### src/rtl/mmio_pwm_timer.sv
// mmio_pwm_timer: data-memory-mapped peripheral with four 8-bit PWM channels
// (led/red/green/blue, active-high) and free-running MICROS/MILLIS counters.
// Register window (16 bytes at BASE_ADDR): 0x0 DUTY, 0x4 MICROS, 0x8 MILLIS, 0xC CTRL.
// Optional build macro MMIO_TIMER_LOAD_EN makes MICROS/MILLIS writable with SW.

// One PWM channel: shadow duty loaded at period wrap, registered compare output.
module mmio_pwm_lane #(
    parameter int PWM_BITS = 8
) (
    input  logic                clk,
    input  logic                reset,
    input  logic [PWM_BITS-1:0] pcnt,
    input  logic                wrap,
    input  logic [PWM_BITS-1:0] duty,
    input  logic                en,
    output logic                out
);
    logic [PWM_BITS-1:0] shadow;

    // Shadow only follows DUTY at the period boundary so outputs never glitch.
    always_ff @(posedge clk or negedge reset) begin
        if (!reset) begin
            shadow <= '0;
            out    <= 1'b0;
        end else begin
            if (wrap) shadow <= duty;
            out <= en && (pcnt < shadow);
        end
    end
endmodule

module mmio_pwm_timer #(
    parameter logic [31:0] BASE_ADDR = 32'hFFFF_FFF0,
    parameter int          CLK_HZ    = 12_000_000,
    parameter int          PWM_BITS  = 8
) (
    input  logic        clk,
    input  logic        reset,
    input  logic [2:0]  funct3,
    input  logic        dmem_wren,
    input  logic [31:0] dmem_address,
    input  logic [31:0] dmem_data_in,
    output logic [31:0] dmem_data_out,
    output logic        led,
    output logic        red,
    output logic        green,
    output logic        blue
);
    localparam int NUM_LANES = 4;
    localparam int PRE_DIV   = CLK_HZ / 1_000_000;
    localparam int PRE_W     = (PRE_DIV > 1) ? $clog2(PRE_DIV) : 1;

    logic [NUM_LANES-1:0][7:0] duty;
    logic                      pwm_en;
    logic [31:0]               micros, millis;
    logic [PRE_W-1:0]          pre;
    logic [9:0]                sub;
    logic [PWM_BITS-1:0]       pcnt;
    logic [NUM_LANES-1:0]      pwm_out;

    logic                      hit, acc_ok, st_ok;
    logic [1:0]                off, bo;
    logic [3:0]                mask;
    logic [NUM_LANES-1:0][7:0] wdata;
    logic [31:0]               rword, rshift, rdata;

    assign hit = (dmem_address[31:4] == BASE_ADDR[31:4]);
    assign off = dmem_address[3:2];
    assign bo  = dmem_address[1:0];

    // Access decode: alignment, byte-lane mask, replicated store data, load extend.
    always_comb begin
        acc_ok = 1'b0;
        st_ok  = 1'b0;
        mask   = 4'b0000;
        wdata  = dmem_data_in;
        rword  = 32'h0;
        rdata  = 32'h0;
        case (funct3)
            3'b000, 3'b100: acc_ok = hit;
            3'b001, 3'b101: acc_ok = hit && !bo[0];
            3'b010:         acc_ok = hit && (bo == 2'b00);
            default:        acc_ok = 1'b0;
        endcase
        case (funct3)
            3'b000: begin
                mask  = 4'b0001 << bo;
                wdata = {4{dmem_data_in[7:0]}};
            end
            3'b001: begin
                mask  = bo[1] ? 4'b1100 : 4'b0011;
                wdata = {2{dmem_data_in[15:0]}};
            end
            3'b010: mask = 4'b1111;
            default: mask = 4'b0000;
        endcase
        st_ok = acc_ok && dmem_wren && (mask != 4'b0000);
        case (off)
            2'd0:    rword = duty;
            2'd1:    rword = micros;
            2'd2:    rword = millis;
            default: rword = {31'h0, pwm_en};
        endcase
        rshift = rword >> {bo, 3'b000};
        case (funct3)
            3'b000:  rdata = {{24{rshift[7]}}, rshift[7:0]};
            3'b001:  rdata = {{16{rshift[15]}}, rshift[15:0]};
            3'b010:  rdata = rshift;
            3'b100:  rdata = {24'h0, rshift[7:0]};
            3'b101:  rdata = {16'h0, rshift[15:0]};
            default: rdata = 32'h0;
        endcase
        if (!acc_ok) rdata = 32'h0;
    end

    // Writable registers and the registered load path (old value on same-cycle write).
    always_ff @(posedge clk or negedge reset) begin
        if (!reset) begin
            duty          <= '0;
            pwm_en        <= 1'b0;
            dmem_data_out <= 32'h0;
        end else begin
            dmem_data_out <= rdata;
            if (st_ok && off == 2'd0) begin
                for (int i = 0; i < NUM_LANES; i++)
                    if (mask[i]) duty[i] <= wdata[i];
            end
            if (st_ok && off == 2'd3 && mask[0]) pwm_en <= wdata[0][0];
        end
    end

    logic us_tick, ms_tick, ld_us, ld_ms;
    assign us_tick = (pre == PRE_W'(PRE_DIV - 1));
    assign ms_tick = us_tick && (sub == 10'd999);
`ifdef MMIO_TIMER_LOAD_EN
    assign ld_us = st_ok && (funct3 == 3'b010) && (off == 2'd1);
    assign ld_ms = st_ok && (funct3 == 3'b010) && (off == 2'd2);
`else
    assign ld_us = 1'b0;
    assign ld_ms = 1'b0;
`endif

    // Timebase: prescaler -> MICROS, 0..999 sub-counter -> MILLIS; a load beats a tick.
    always_ff @(posedge clk or negedge reset) begin
        if (!reset) begin
            pre    <= '0;
            sub    <= '0;
            micros <= 32'h0;
            millis <= 32'h0;
        end else begin
            if (ld_us) begin
                pre    <= '0;
                micros <= dmem_data_in;
            end else if (us_tick) begin
                pre    <= '0;
                micros <= micros + 32'd1;
            end else begin
                pre <= pre + PRE_W'(1);
            end
            if (ld_ms) begin
                sub    <= '0;
                millis <= dmem_data_in;
            end else if (us_tick) begin
                sub <= ms_tick ? 10'd0 : sub + 10'd1;
                if (ms_tick) millis <= millis + 32'd1;
            end
        end
    end

    // Free-running PWM period counter, shared by all channels.
    always_ff @(posedge clk or negedge reset) begin
        if (!reset) pcnt <= '0;
        else        pcnt <= pcnt + PWM_BITS'(1);
    end

    genvar g;
    generate
        for (g = 0; g < NUM_LANES; g++) begin : g_lane
            mmio_pwm_lane #(.PWM_BITS(PWM_BITS)) u_lane (
                .clk   (clk),
                .reset (reset),
                .pcnt  (pcnt),
                .wrap  (pcnt == '1),
                .duty  (duty[g][PWM_BITS-1:0]),
                .en    (pwm_en),
                .out   (pwm_out[g])
            );
        end
    endgenerate

    assign led   = pwm_out[0];
    assign red   = pwm_out[1];
    assign green = pwm_out[2];
    assign blue  = pwm_out[3];
endmodule

### config.mk
export PLATFORM = sky130hd
export DESIGN_NAME = mmio_pwm_timer
export DESIGN_NICKNAME = d
export VERILOG_FILES = /design/src/rtl/mmio_pwm_timer.sv
export SDC_FILE = /design/constraint.sdc
export NUM_CORES = 1
export LEC_CHECK = 0
export BUFFER_PORTS_ARGS = -buffer_cell sky130_fd_sc_hd__buf_2
export CAP_MARGIN = 20
export CORE_UTILIZATION = 60
export CTS_CLUSTER_DIAMETER = 30
export DETAILED_ROUTE_END_ITERATION = 7
export GPL_TIMING_DRIVEN = 0
export PLACE_DENSITY = 0.87
export SLEW_MARGIN = 20
export SYNTH_ARGS = -nofsm -noshare
export SYNTH_HDL_FRONTEND = slang
export SYNTH_SLANG_ARGS = --single-unit
export TNS_END_PERCENT = 20
### constraint.sdc
create_clock -name clk -period 3.6 [get_ports clk]
set_clock_uncertainty 0.05 [all_clocks]
set_input_delay 0.54 -clock clk [delete_from_list [all_inputs] [get_ports clk]]
set_output_delay 0.54 -clock clk [all_outputs]
set_load 0.005 [all_outputs]
# Word level (Yosys, flattened, before mapping)
# Cells that the tools add are included.
[totals] register_bits=187 output_inout_bits=36 elab_cells=74
[classes] addsub=5 order_cmp=4 eq_ne=11 n_shift=2 mux=9 n_reduce_logical=24
[op_table] cell="32-bit case mux with 5 select lines" n=1
[op_table] cell="32-bit case mux with 3 select lines" n=1
[op_table] cell="32-bit by 1-bit adder with 32-bit output (second input constant)" n=2
[op_table] cell="32-bit case mux with 2 select lines" n=1
[op_table] cell="8-bit < comparator" n=4
[op_table] cell="32-bit two-way mux" n=1
[op_table] cell="32-bit by 5-bit >> shifter with 32-bit output" n=1
[op_table] cell="28-bit equality test (second input constant)" n=1
[op_table] cell="1-bit logical AND" n=12
[op_table] cell="4-bit case mux with 3 select lines" n=1
[op_table] cell="10-bit by 1-bit adder with 10-bit output (second input constant)" n=1
[op_table] cell="10-bit equality test (second input constant)" n=1
[op_table] cell="10-bit two-way mux" n=1
[op_table] cell="2-bit AND reduction" n=5
[op_table] cell="8-bit by 1-bit adder with 8-bit output (second input constant)" n=1
[op_table] cell="8-bit equality test (second input constant)" n=1
[op_table] cell="4-bit two-way mux" n=2
[op_table] cell="3-bit equality test (second input constant)" n=2
[op_table] cell="4-bit by 1-bit adder with 4-bit output (second input constant)" n=1
[op_table] cell="2-bit equality test (second input constant)" n=2
[op_table] cell="4-bit equality test (second input constant)" n=1
[op_table] cell="2-bit logical NOT" n=2
[op_table] cell="4-bit nonzero test" n=1
[op_table] cell="2-bit OR reduction" n=2
[op_table] cell="other kinds (7)" n=7

# Logic depth before layout (Yosys ltp)
# Gate-level depths: netlist of run 1.
[logic_depth] depth_word=7 ltp_mapped=10 mapped_depth_nobuf=7

# By module
# From an unflattened synthesis of run 1, not the netlist that was laid out.
[hier_totals] hier_cells=936 area_unflattened_um2=9780.6
[modules_own_cells] module="mmio_pwm_timer" instances=1 cells_each=732 area_per_inst_um2=7823.8
[modules_own_cells] module="mmio_pwm_lane" instances=4 cells_each=51 area_per_inst_um2=489.2

# Worst setup path before layout of run 1
# Ideal clock, no wire load.
[synth_path] path_kind="input-to-reg" from="input port funct3[1]" to="register duty[10] (netlist name)" t_arrival_ps=2421 t_required_ps=3425 slack_ps=1004 cell_stages=8 path_cell_list="buf_2 inv_1 o21a_1 o211ai_2 or4b_1 buf_2 a21oi_4 mux2_2"
[synth_via] elab_chain_cells=7 word_cells_on_any_way=15 classes_between="4 x eq/ne; 3 x mux; 8 x reduce/logical"
[synth_rtl] element="start: declaration" line_no="39" text="input logic [2:0] funct3,"
[synth_rtl] element="3-bit equality test, or another cell as far along" line_no="79" text="case (funct3)"
[synth_rtl] element="2-bit OR reduction" line_no="79"
[synth_rtl] element="1-bit case mux with 3 select lines" line_no="79"
[synth_rtl] element="1-bit logical AND (2 in series)" line_no="97" text="st_ok = acc_ok && dmem_wren && (mask != 4'b0000);"
[synth_rtl] element="1-bit logical AND" line_no="124" text="if (st_ok && off == 2'd0) begin"
[synth_rtl] element="2-bit AND reduction (no source line)"
[synth_rtl] element="end signal: indexed assignment" line_no="126" text="if (mask[i]) duty[i] <= wdata[i];"
[synth_rtl] element="end: declaration" line_no="53" text="logic [NUM_LANES-1:0][7:0] duty;"
# Several ways; a longest one is shown, not always the timed one.
# A chain may end at the register's enable or synchronous reset.

# Final worst setup path of run 1
[layout_path] from="register pre[0]" to="register millis[14]"
[layout_via] elab_chain_cells=3
[layout_rtl] element="start: declaration" line_no="56" text="logic [PRE_W-1:0] pre;"
[layout_rtl] element="start signal: assignment" line_no="158" text="pre <= pre + PRE_W'(1);"
[layout_rtl] element="4-bit equality test *" line_no="133" text="assign us_tick = (pre == PRE_W'(PRE_DIV - 1));"
[layout_rtl] element="1-bit logical AND" line_no="134" text="assign ms_tick = us_tick && (sub == 10'd999);"
[layout_rtl] element="2-bit AND reduction (no source line) *"
[layout_rtl] element="end signal: assignment" line_no="162" text="millis <= dmem_data_in;"
[layout_rtl] element="end signal: assignment" line_no="165" text="if (ms_tick) millis <= millis + 32'd1;"
[layout_rtl] element="end: declaration" line_no="55" text="logic [31:0] micros, millis;"
# Mark *: on every way between the ends. The rest lies on a longest branch, timed or not.

==> metrics.log, run 1 <==
[metrics] result of the run: completed
[metrics] part of the Yosys area used for sequential elements: 47.66%
[metrics] global-route wire length before repair: 41.00 mm
[metrics] Max Slew Vio Count: 0
[metrics] Total Die Area: 16880 µm²
[metrics] worst-case headroom to the max-slew limit: 38.15%
[metrics] number of rows created at floorplan: 46
[metrics] number of instances in the synthesized netlist: 923
[metrics] Post-Synthesis Cell Area: 9819 µm²
[metrics] floorplan die width: 129.9 µm
[metrics] vias in the first global route: 7607
[metrics] clock network latency to the later pin of the worst-skew pair: 0.44 ns
[metrics] Synth Area in Adders: 4.205%
[metrics] clock network fraction of design power: 45.0%
[metrics] maximum count of clock buffers along a single path: 2
[metrics] proportion of total power due to net switching: 22.68%
[metrics] library cell contributing the largest single delay on the critical path: nor4_4
[metrics] combinational family with the most area after synthesis: multiplexers
[metrics] number of endpoints failing setup at the final stage: 0
[metrics] final critical-path setup slack: 0.7641 ns
[metrics] GR Overflow Total: 0
[metrics] Post-CTS Setup Inserts: 0
[metrics] post-detailed-route wirelength per cell: 20.45 µm
[metrics] Yosys Warn Count: 0
[metrics] remaining number of nets flagged by the antenna check after routing: 0
[metrics] share of cells above drive strength 1: 23.91%
[metrics] simple-gate share of the synthesized area: 13.47%
[metrics] Critical Path Start Type: register
[metrics] I/O Pins: 106
[metrics] master cell of the clock root buffer: clkbuf_16
[metrics] mux share of post-synthesis cell area: 14.97%
[metrics] Compound-Gate Fraction of Synth Area: 9.939%
[metrics] Arr. time, crit path: 3.13 ns
[metrics] worst-margin pin slew: 0.9227 ns
[metrics] total clock buffers created by CTS: 17
[metrics] Antenna diodes: 0
[metrics] worst hold-check path type: in -> reg
[metrics] detailed-router iteration count before antenna repair: 8
[metrics] sw power: 0.9728 mW
[metrics] number of gates given a new drive strength after cts: 0
[metrics] reported leakage power: 5.364 nW
[metrics] post-detail-place hpwl: 19.10 mm
[metrics] buffers added on ports: 101
[metrics] fmax: 0.3526 GHz
[metrics] via total after detailed routing: 7730
[metrics] wire length reported by the detailed router: 26.06 mm
[metrics] DRC errors left: 0
[metrics] maximum fanout encountered on the critical timing path: 9
[metrics] height of the chip: 129.9 µm
[metrics] post-synthesis share of cell area spent on xor and xnor gates: 6.511%
[metrics] proportion of register bits with asynchronous set or reset after synthesis: 100.0%
[metrics] kind of critical path: reg -> reg
[metrics] Initial Util: 61.59%
[metrics] final hold vios: 0
[metrics] Final #Nets: 1149
[metrics] Design Power: 4.289 mW
[metrics] top library cells by usage in the layout, fill and taps aside: dfrtp_1 (187), buf_2 (109), mux2_2 (97)
[metrics] post-layout min period: 2.836 ns
[metrics] number of enable-type register cells in the synthesized netlist: 0
[metrics] combinational share of power: 6.0%
[metrics] Flop pwr share: 49.0%
[metrics] routability-driven placement congestion ratio: 0.9730
[metrics] type of destination of the critical path: register
[metrics] commonest register cell after synthesis: dfrtp_1
[metrics] clk sink count: 187
[metrics] Cell Int Power: 3.317 mW
[metrics] clock transition at the registers of the reported paths: 0.07 ns
[metrics] worst setup slack after placement: 0.4840 ns
[metrics] largest net degree at the start of global routing: 87
[metrics] violation count after the first detailed-route iteration: 769
[metrics] unrepaired setup endpoints after global routing: no
[metrics] number of antenna violations at the first check in global routing: 0
[metrics] H-tree level count: 4
[metrics] CP top delay family: simple AND/OR/NAND/NOR gates
[metrics] biggest cell delay along the critical path: 0.55 ns
[metrics] Core ar.: 15940 µm²
[metrics] share of the cycle needed by the critical path after routing: 78.78%
[metrics] CTS tree: yes
[metrics] layout-stage area growth over the synthesis result: 14.93%
[metrics] CP cell instances: ha_1 > nand3b_1 > nor4_4 > nand4_1 > nor2_1 > nand2_1 > xnor2_1
[metrics] aggregate global-route resource usage: 33.04%
[metrics] Pwr Density: 380.1 nW/µm²
[metrics] Post-Synthesis Mean Instance Area: 10.64 µm²
[metrics] post-synthesis net count: 1026
[metrics] hold buffer count at CTS: 1
[metrics] post-synthesis sequential element count: 187
[metrics] post-detailed-route via-to-cell ratio: 6.068
[metrics] most common cell after layout, fill and taps aside: dfrtp_1
[metrics] max capacitance violation total: 0
[metrics] worst hold slack: 0.3728 ns
[metrics] CP Data Required Time: 3.89 ns
[metrics] combined buffer and inverter count along the critical path: 0
[metrics] number of unique standard cell types used by synthesis: 59
[metrics] Max rail drop VDD: 0.3421 mV
## area by class of cell
class | count | area (µm²)
buffer | 38 | 153.9
sequential | 187 | 4679
inverter | 44 | 165.2
multi-input combinational | 654 | 4835
fill | 1117 | 4657
tap | 216 | 270.3
clock buffer | 21 | 460.4
timing repair buffer | 104 | 580.6
clock inverter | 10 | 141.4
## power by group through the flow
stage	clock (mW)	sequential, mW	combinational, mW
after floorplan	0	2.14	0.113
after global placement	0	2.14	0.238
after detailed placement	0	2.14	0.251
after CTS	1.95	2.10	0.255
after global routing	2.02	2.10	0.283
final	1.93	2.10	0.258
## logic make-up after synthesis
| kind of cell | after synthesis |
|---|---|
| AO/OA/AOI/OAI | 151 |
| XOR/XNOR | 73 |
| adder cells (fa/ha/maj) | 33 |
| buffers and inverters | 82 |
| flip-flops | 187 |
| multiplexers | 131 |
| AND/OR/NAND/NOR | 266 |
## synthesized netlist by cell type (10+ instances only)
cell type / instances / area [µm²]
ha_1: 33 / 412.9
xnor2_1: 56 / 490.5
dfrtp_1: 187 / 4679
a21oi_1: 41 / 205.2
clkbuf_1: 24 / 90.09
nand2b_1: 11 / 68.82
nand3_1: 33 / 165.2
xor2_1: 17 / 148.9
inv_1: 43 / 161.4
mux2i_1: 31 / 310.3
nor3_1: 12 / 60.06
o211ai_1: 11 / 82.58
mux2_2: 97 / 1092
a21o_1: 10 / 75.07
nand4_1: 26 / 162.7
nand2_1: 71 / 266.5
o21ai_0: 41 / 205.2
nor2_1: 62 / 232.7
and3_1: 16 / 100.1
## per-layer routing
metal	GRT usage, %	part of all wire, %	vias to the layer above
li1	-	-	3518
met1	43.70	41	3765
met2	52.85	47	379
met3	6.273	8.0	68
met4	15.60	3.6	0
met5	0	0	-
## path summary, 6_finish.rpt
path                                 start          endpoint  slack [ns]  depth (start not counted)
max                                 pre[0]        millis[14]        0.76                          7
max in group asynchronous            reset  dmem_data_out[4]        1.97                          4
min in group asynchronous            reset           pcnt[3]        0.49                          2
min reg2reg                         pre[0]            pre[0]        0.41                          1
min                        dmem_data_in[7]           duty[7]        0.37                          2
max reg2reg                         pre[0]        millis[14]        0.76                          7
## state kept, by name, indices dropped and copies added (netlist names)
register and count:
micros 32, duty 32, dmem_data_out 32, pcnt 8, sub 10, pre 4
g_lane.u_lane.shadow 32, millis 32, pwm_en 1, g_lane.u_lane.out 4
## per-stage QoR
step | util (%) | std cells | area [µm²] | TNS (ns)
3_3_place_gp | 66.46 | 1240 | 10600 | -173.88
2_1_floorplan | - | 923 | 9819 | 0
5_1_grt | 70.79 | 1274 | 11290 | 0
3_5_place_dp | 66.95 | 1242 | 10670 | 0
6_report | 70.79 | 1274 | 11290 | 0
4_1_cts | 70.79 | 1274 | 11290 | 0
Note: power is estimated with default switching activity, not from simulation.
==> inputs of run 2 (changes only) <==
- CORE_UTILIZATION: 60 -> 59
- PLACE_DENSITY: 0.87 -> 0.86
- clock period: 3.6 -> 2.9 ns (I/O delays scaled with it)
==> run 2 against run 1 <==
Compared with the run above:
- clock power grew 31%
- first-iteration DRC count fell by 5.7%
- register-to-register slack got worse by 0.70 ns
- sequential share of layout area down 0.11 points
- critical path type unchanged
- critical endpoint is now millis[31]
- largest cell class unchanged
==> metrics.log, run 2 (synthesis results as in run 1) <==
[metrics] final cell utilization of the core: 70.47% (-0.32 points)
[metrics] I/O Pins: 106 (unchanged)
[metrics] Max rail drop VDD: 0.4138 mV (+21%)
[metrics] Critical Path Start Type: register
[metrics] worst-case headroom to the max-slew limit: 45.00% (+6.9 points)
[metrics] post-detailed-route via-to-cell ratio: 6.161 (+1.5%)
[metrics] most common cell after layout, fill and taps aside: dfrtp_1
[metrics] number of endpoints failing setup at the final stage: 0 (unchanged)
[metrics] fmax: 0.3530 GHz (+0.12%)
[metrics] r2r endpoint: millis[31]
[metrics] clock transition at the registers of the reported paths: 0.07 ns (about the same)
[metrics] number of non-filler instances in the completed layout: 1276 (+0.16%)
[metrics] first element of the critical path: sub[4]
[metrics] top library cells by usage in the layout, fill and taps aside: dfrtp_1 (187), buf_2 (109), mux2_2 (97)
[metrics] clock network latency to the later pin of the worst-skew pair: 0.44 ns (about the same)
[metrics] Design Power: 5.450 mW (+27%)
[metrics] CP Data Required Time: 3.20 ns (-0.69 ns)
[metrics] post-detail-place hpwl: 19.03 mm (-0.35%)
[metrics] Initial Util: 61.15% (-0.44 points)
[metrics] CTS tree: yes
[metrics] floorplan die width: 131.0 µm (+0.83%)
[metrics] reported leakage power: 5.375 nW (+0.20%)
[metrics] worst hold slack: 0.2220 ns (-0.1507 ns)
[metrics] layout-stage area growth over the synthesis result: 15.24%
[metrics] Critical R2R Launch: sub[4]
[metrics] combinational share of power: 5.9% (about the same)
[metrics] global-route wire length before repair: 41.25 mm (+0.61%)
[metrics] number of antenna violations at the first check in global routing: 1 (+1)
[metrics] post-detailed-placement cell area: 10650 µm² (-0.19%)
[metrics] GR Overflow Total: 0 (unchanged)
[metrics] max capacitance violation total: 0 (unchanged)
[metrics] wire length reported by the detailed router: 26.22 mm (+0.64%)
[metrics] violation count after the first detailed-route iteration: 725 (-5.7%)
[metrics] clk sink count: 187 (unchanged)
[metrics] Pwr Density: 481.6 nW/µm² (+27%)
[metrics] routability-driven placement congestion ratio: 0.9585 (-1.5%)
[metrics] detailed-router iteration count before antenna repair: 5 (-3)
[metrics] number of rows created at floorplan: 46 (unchanged)
[metrics] via total after detailed routing: 7861 (+1.7%)
[metrics] largest net degree at the start of global routing: 104 (+20%)
[metrics] number of placed instances, taps included: 1242 (unchanged)
[metrics] Cell Int Power: 4.212 mW (+27%)
[metrics] clock network fraction of design power: 46.3% (+1.3 points)
[metrics] worst setup path end: millis[31]
[metrics] register-to-register setup slack: 0.07 ns (-0.70 ns)
[metrics] vias in the first global route: 7736 (+1.7%)
[metrics] total clock buffers created by CTS: 17 (unchanged)
[metrics] worst hold-check path type: in -> reg
[metrics] worst setup slack after placement: -0.1161 ns (-0.6001 ns)
[metrics] post-layout min period: 2.833 ns (-0.003365 ns)
[metrics] Max Slew Vio Count: 0 (unchanged)
[metrics] share of the cycle needed by the critical path after routing: 97.67% (+19 points)
[metrics] sw power: 1.238 mW (+27%)
[metrics] buffers added on ports: 101 (unchanged)
[metrics] Arr. time, crit path: 3.14 ns (about the same)
[metrics] sum of negative setup slack: 0 ns (unchanged)
[metrics] H-tree level count: 4 (unchanged)
[metrics] DRC errors left: 0 (unchanged)
[metrics] worst-margin pin slew: 0.8250 ns (-0.09778 ns)
[metrics] type of destination of the critical path: register
[metrics] result of the run: completed
[metrics] final critical-path setup slack: 0.06745 ns (-0.6966 ns)
[metrics] master cell of the clock root buffer: clkbuf_16
[metrics] Total Die Area: 17160 µm² (+1.7%)
[metrics] unrepaired setup endpoints after global routing: yes
[metrics] Flop pwr share: 47.8% (-1.2 points)
[metrics] final hold vios: 0 (unchanged)
[metrics] Final #Nets: 1149 (unchanged)
[metrics] Finished Cell Area: 11320 µm² (+0.27%)
[metrics] maximum count of clock buffers along a single path: 2 (unchanged)
[metrics] remaining number of nets flagged by the antenna check after routing: 0 (unchanged)
[metrics] share of cells above drive strength 1: 24.27% (+0.36 points)
[metrics] post-detailed-route wirelength per cell: 20.55 µm (+0.48%)
[metrics] number of cells traversed by the worst register-to-register path: 7 (unchanged)
[metrics] kind of critical path: reg -> reg
[metrics] maximum fanout encountered on the critical timing path: 7 (-2)
[metrics] Core ar.: 16060 µm² (+0.72%)
[metrics] aggregate global-route resource usage: 32.98% (-0.063 points)
[metrics] proportion of total power due to net switching: 22.71% (+0.032 points)
[metrics] height of the chip: 131.0 µm (+0.83%)
==> run 2: changes by cell type in the layout (fill, tap and decap cells not counted) <==
cell       change
buf_4          +1
inv_6          +2
buf_16         -1
nor4_2         +1
clkinv_2       -1
bufinv_16      +1
clkbuf_1       -1
diode_2        +1
nor2_2         +1
nor4_1         -1
nor2_1         -1
==> run 2: power by group through the flow <==
stage | clock network, mW | logic (mW) | registers, mW
floorplan | 0 | 0.140 | 2.66
global placement | 0 | 0.302 | 2.66
detailed placement | 0 | 0.313 | 2.66
CTS | 2.52 | 0.317 | 2.61
global route | 2.63 | 0.352 | 2.61
finish | 2.52 | 0.321 | 2.61
==> run 2: layout make-up <==
class	count	area [µm²]
Clock buffer	20	456.7
Timing Repair Buffer	104	560.5
Buffer	38	153.9
Tap cell	216	270.3
Antenna cell	1	2.502
Fill cell	1097	4742
Multi-Input combinational cell	654	4843
Sequential cell	187	4679
Clock inverter	12	183.9
Inverter	44	165.2
==> run 2: timing repair <==
| action | CTS | global route |
|---|---|---|
| hold buffers | 1 | 0 |
| setup endpoints to repair | 0 | 19 |
| hold endpoints to repair | 84 | 0 |
| gates resized for setup | 0 | 2 |
| buffers inserted | 0 | 0 |
==> run 2: worst max-delay path: stages, from the launching register on <==
cell	delay, ns
dfrtp_1	0.42
or3b_2	0.51
nor4_4	0.48
and3_1	0.22
clkbuf_1	0.34
nand2_1	0.18
nor3_1	0.33
xor2_1	0.21
==> run 2: worst min-delay path by stage <==
stage	from	end	slack, ns	depth (start not counted)
4_1_cts	dmem_data_in[7]	duty[7]	0.21	2
3_3_place_gp	pre[0]	pre[0]	0.40	1
5_1_grt	dmem_data_in[7]	duty[7]	0.24	2
6_report	dmem_data_in[7]	duty[7]	0.22	2
2_1_floorplan	reset	dmem_data_out[0]	0.09	0
3_5_place_dp	pre[0]	pre[0]	0.41	1
==> run 2: layer usage <==
layer,part of all wire (%),vias to the layer above,GRT usage (%)
met5,0,-,0
met4,4.0,0,16.23
met3,8.0,88,6.393
met2,47,407,52.69
met1,41,3856,43.21
li1,-,3510,-
==> inputs of run 3 (changes only) <==
- CORE_UTILIZATION: 59 -> 60
- CTS_BUF_LIST: not set -> sky130_fd_sc_hd__clkbuf_4
- PLACE_DENSITY: 0.86 -> 0.87
==> run 3 against run 2 <==
Compared with the run above:
- routed wire length down 2.8%
- global-route usage down 0.78 points
- count of clock-buffer cells in the layout down 1
- total power down 19%
- first-iteration DRC count up 7.6%
- utilization down 1.5 points
- flip-flop and latch count unchanged
- final cell count up 0.24%
- critical path type unchanged
- highest routed layer unchanged
==> metrics.log, run 3 (synthesis results as in run 1) <==
[metrics] GR Overflow Total: 0 (unchanged)
[metrics] number of placed instances, taps included: 1242 (unchanged)
[metrics] CP Data Required Time: 3.35 ns (+0.15 ns)
[metrics] proportion of total power due to net switching: 24.86% (+2.2 points)
[metrics] Worst Hold Launch: dmem_data_in[6]
[metrics] number of endpoints failing setup at the final stage: 0 (unchanged)
[metrics] post-detailed-route wirelength per cell: 19.92 µm (-3.0%)
[metrics] type of destination of the critical path: register
[metrics] floorplan die width: 129.9 µm (-0.82%)
[metrics] Finished Cell Area: 11000 µm² (-2.8%)
[metrics] max capacitance violation total: 0 (unchanged)
[metrics] Hold Crit Depth: 2 (unchanged)
[metrics] number of antenna violations at the first check in global routing: 2 (+1)
[metrics] buffers added on ports: 101 (unchanged)
[metrics] clock network latency to the later pin of the worst-skew pair: 0.62 ns (+0.18 ns)
[metrics] Pwr Density: 402.2 nW/µm² (-16%)
[metrics] number of non-filler instances in the completed layout: 1279 (+0.24%)
[metrics] layout-stage area growth over the synthesis result: 12.05%
[metrics] number of gates given a new drive strength after cts: 0 (unchanged)
[metrics] post-detailed-route via-to-cell ratio: 6.043 (-1.9%)
[metrics] clock network fraction of design power: 33.9% (-12 points)
[metrics] clock transition at the registers of the reported paths: 0.14 ns (+0.07 ns)
[metrics] I/O Pins: 106 (unchanged)
[metrics] register area: 4679 µm² (unchanged)
[metrics] worst-margin pin slew: 0.8971 ns (+0.07209 ns)
[metrics] final cell utilization of the core: 69.02% (-1.5 points)
[metrics] number of cells traversed by the worst register-to-register path: 8 (+1)
[metrics] final critical-path setup slack: 0.1382 ns (+0.07080 ns)
[metrics] vias in the first global route: 7474 (-3.4%)
[metrics] Core ar.: 15940 µm² (-0.72%)
[metrics] post-detailed-placement cell area: 10670 µm² (+0.19%)
[metrics] H-tree level count: 4 (unchanged)
[metrics] detailed-router iteration count before antenna repair: 5 (unchanged)
[metrics] Cell Int Power: 3.325 mW (-21%)
[metrics] sw power: 1.100 mW (-11%)
[metrics] fmax: 0.3621 GHz (+2.6%)
[metrics] Flop pwr share: 58.9% (+11 points)
[metrics] reported leakage power: 5.245 nW (-2.4%)
[metrics] wire length reported by the detailed router: 25.48 mm (-2.8%)
[metrics] kind of critical path: reg -> reg
[metrics] post-layout min period: 2.762 ns (-0.07080 ns)
[metrics] Total Die Area: 16880 µm² (-1.6%)
[metrics] remaining number of nets flagged by the antenna check after routing: 0 (unchanged)
[metrics] number of rows created at floorplan: 46 (unchanged)
[metrics] via total after detailed routing: 7729 (-1.7%)
[metrics] final hold vios: 0 (unchanged)
[metrics] worst hold-check path type: in -> reg
[metrics] top library cells by usage in the layout, fill and taps aside: dfrtp_1 (187), buf_2 (109), mux2_2 (97)
[metrics] combinational share of power: 7.2% (+1.3 points)
[metrics] post-detail-place hpwl: 19.10 mm (+0.35%)
[metrics] fill count: 1199 (+9.3%)
[metrics] routability-driven placement congestion ratio: 0.9730 (+1.5%)
[metrics] largest net degree at the start of global routing: 87 (-16%)
[metrics] most common cell after layout, fill and taps aside: dfrtp_1
[metrics] r2r endpoint: micros[26]
[metrics] master cell of the clock root buffer: clkbuf_4
[metrics] Arr. time, crit path: 3.21 ns (+0.07 ns)
[metrics] share of the cycle needed by the critical path after routing: 95.23% (-2.4 points)
[metrics] worst hold slack: 0.08667 ns (-0.1354 ns)
[metrics] area of the multi-input gates: 4835 µm² (-0.18%)
[metrics] register-to-register setup slack: 0.14 ns (+0.07 ns)
[metrics] Design Power: 4.426 mW (-19%)
[metrics] sum of negative setup slack: 0 ns (unchanged)
[metrics] aggregate global-route resource usage: 32.20% (-0.78 points)
[metrics] maximum fanout encountered on the critical timing path: 9 (+2)
[metrics] Critical R2R Launch: pre[0]
[metrics] maximum count of clock buffers along a single path: 2 (unchanged)
[metrics] global-route wire length before repair: 39.90 mm (-3.3%)
[metrics] Critical Path Start Type: register
[metrics] CTS tree: yes
[metrics] result of the run: completed
[metrics] Max Slew Vio Count: 0 (unchanged)
[metrics] terminating pin of the worst hold path: duty[6]
[metrics] Final #Nets: 1152 (+0.26%)
[metrics] unrepaired setup endpoints after global routing: no
[metrics] share of cells above drive strength 1: 24.13% (-0.14 points)
[metrics] violation count after the first detailed-route iteration: 780 (+7.6%)
[metrics] total clock buffers created by CTS: 17 (unchanged)
[metrics] worst setup slack after placement: -0.1110 ns (+0.005134 ns)
[metrics] worst-case headroom to the max-slew limit: 39.87% (-5.1 points)
[metrics] DRC errors left: 0 (unchanged)
[metrics] clk sink count: 187 (unchanged)
[metrics] height of the chip: 129.9 µm (-0.82%)
[metrics] Initial Util: 61.59% (+0.44 points)
[metrics] Max rail drop VDD: 0.2528 mV (-39%)
-- run 3: final cells by class --
type / count / area share (%)
Antenna cell: 2 / 0.04549
Buffer: 38 / 1.399
Clock buffer: 19 / 1.296
Clock inverter: 12 / 1.353
Inverter: 44 / 1.501
Multi-Input combinational cell: 654 / 43.94
Sequential cell: 187 / 42.53
Tap cell: 216 / 2.456
Timing Repair Buffer: 107 / 5.481
-- run 3: what timing repair did --
| action | in CTS | in global routing |
|---|---|---|
| hold buffers | 1 | 0 |
| endpoints found under the setup margin | 0 | 14 |
| endpoints found under the hold margin | 101 | 0 |
| buffers inserted | 0 | 3 |
-- run 3: per-layer routing --
layer	part of all wire (%)	vias to the layer above	GRT usage, %
met5	0	-	0
met1	42	3791	42.83
li1	-	3515	-
met2	47	356	51.24
met3	7.7	67	7.380
met4	3.0	0	13.06
-- run 3: worst max-delay path by stage --
stage | from | cells past startpoint | slack (ns) | end
floorplan | funct3[1] | 8 | 0.41 | duty[10]
global placement | reset | 1 | -1.54 | dmem_data_out[27]
detailed placement | dmem_address[3] | 10 | -0.11 | dmem_data_out[6]
CTS | pre[0] | 7 | 0.09 | millis[14]
global route | pre[0] | 8 | 0.01 | micros[26]
finish | pre[0] | 8 | 0.14 | micros[26]
-- run 3: worst max-delay path: stages (launching register included) --
cell      delay [ns]
dfrtp_1         0.39
ha_1            0.21
nand3b_1        0.33
nor4_1          0.69
and2_1          0.24
nor2b_1         0.13
clkbuf_1        0.33
nand4_1         0.16
xnor2_1         0.14
-- run 3: power groups by stage --
stage | clock [mW] | sequential (mW) | combinational [mW]
global route | 1.61 | 2.61 | 0.348
finish | 1.50 | 2.61 | 0.320
CTS | 1.51 | 2.61 | 0.315
global placement | 0 | 2.66 | 0.295
floorplan | 0 | 2.66 | 0.140
detailed placement | 0 | 2.66 | 0.312
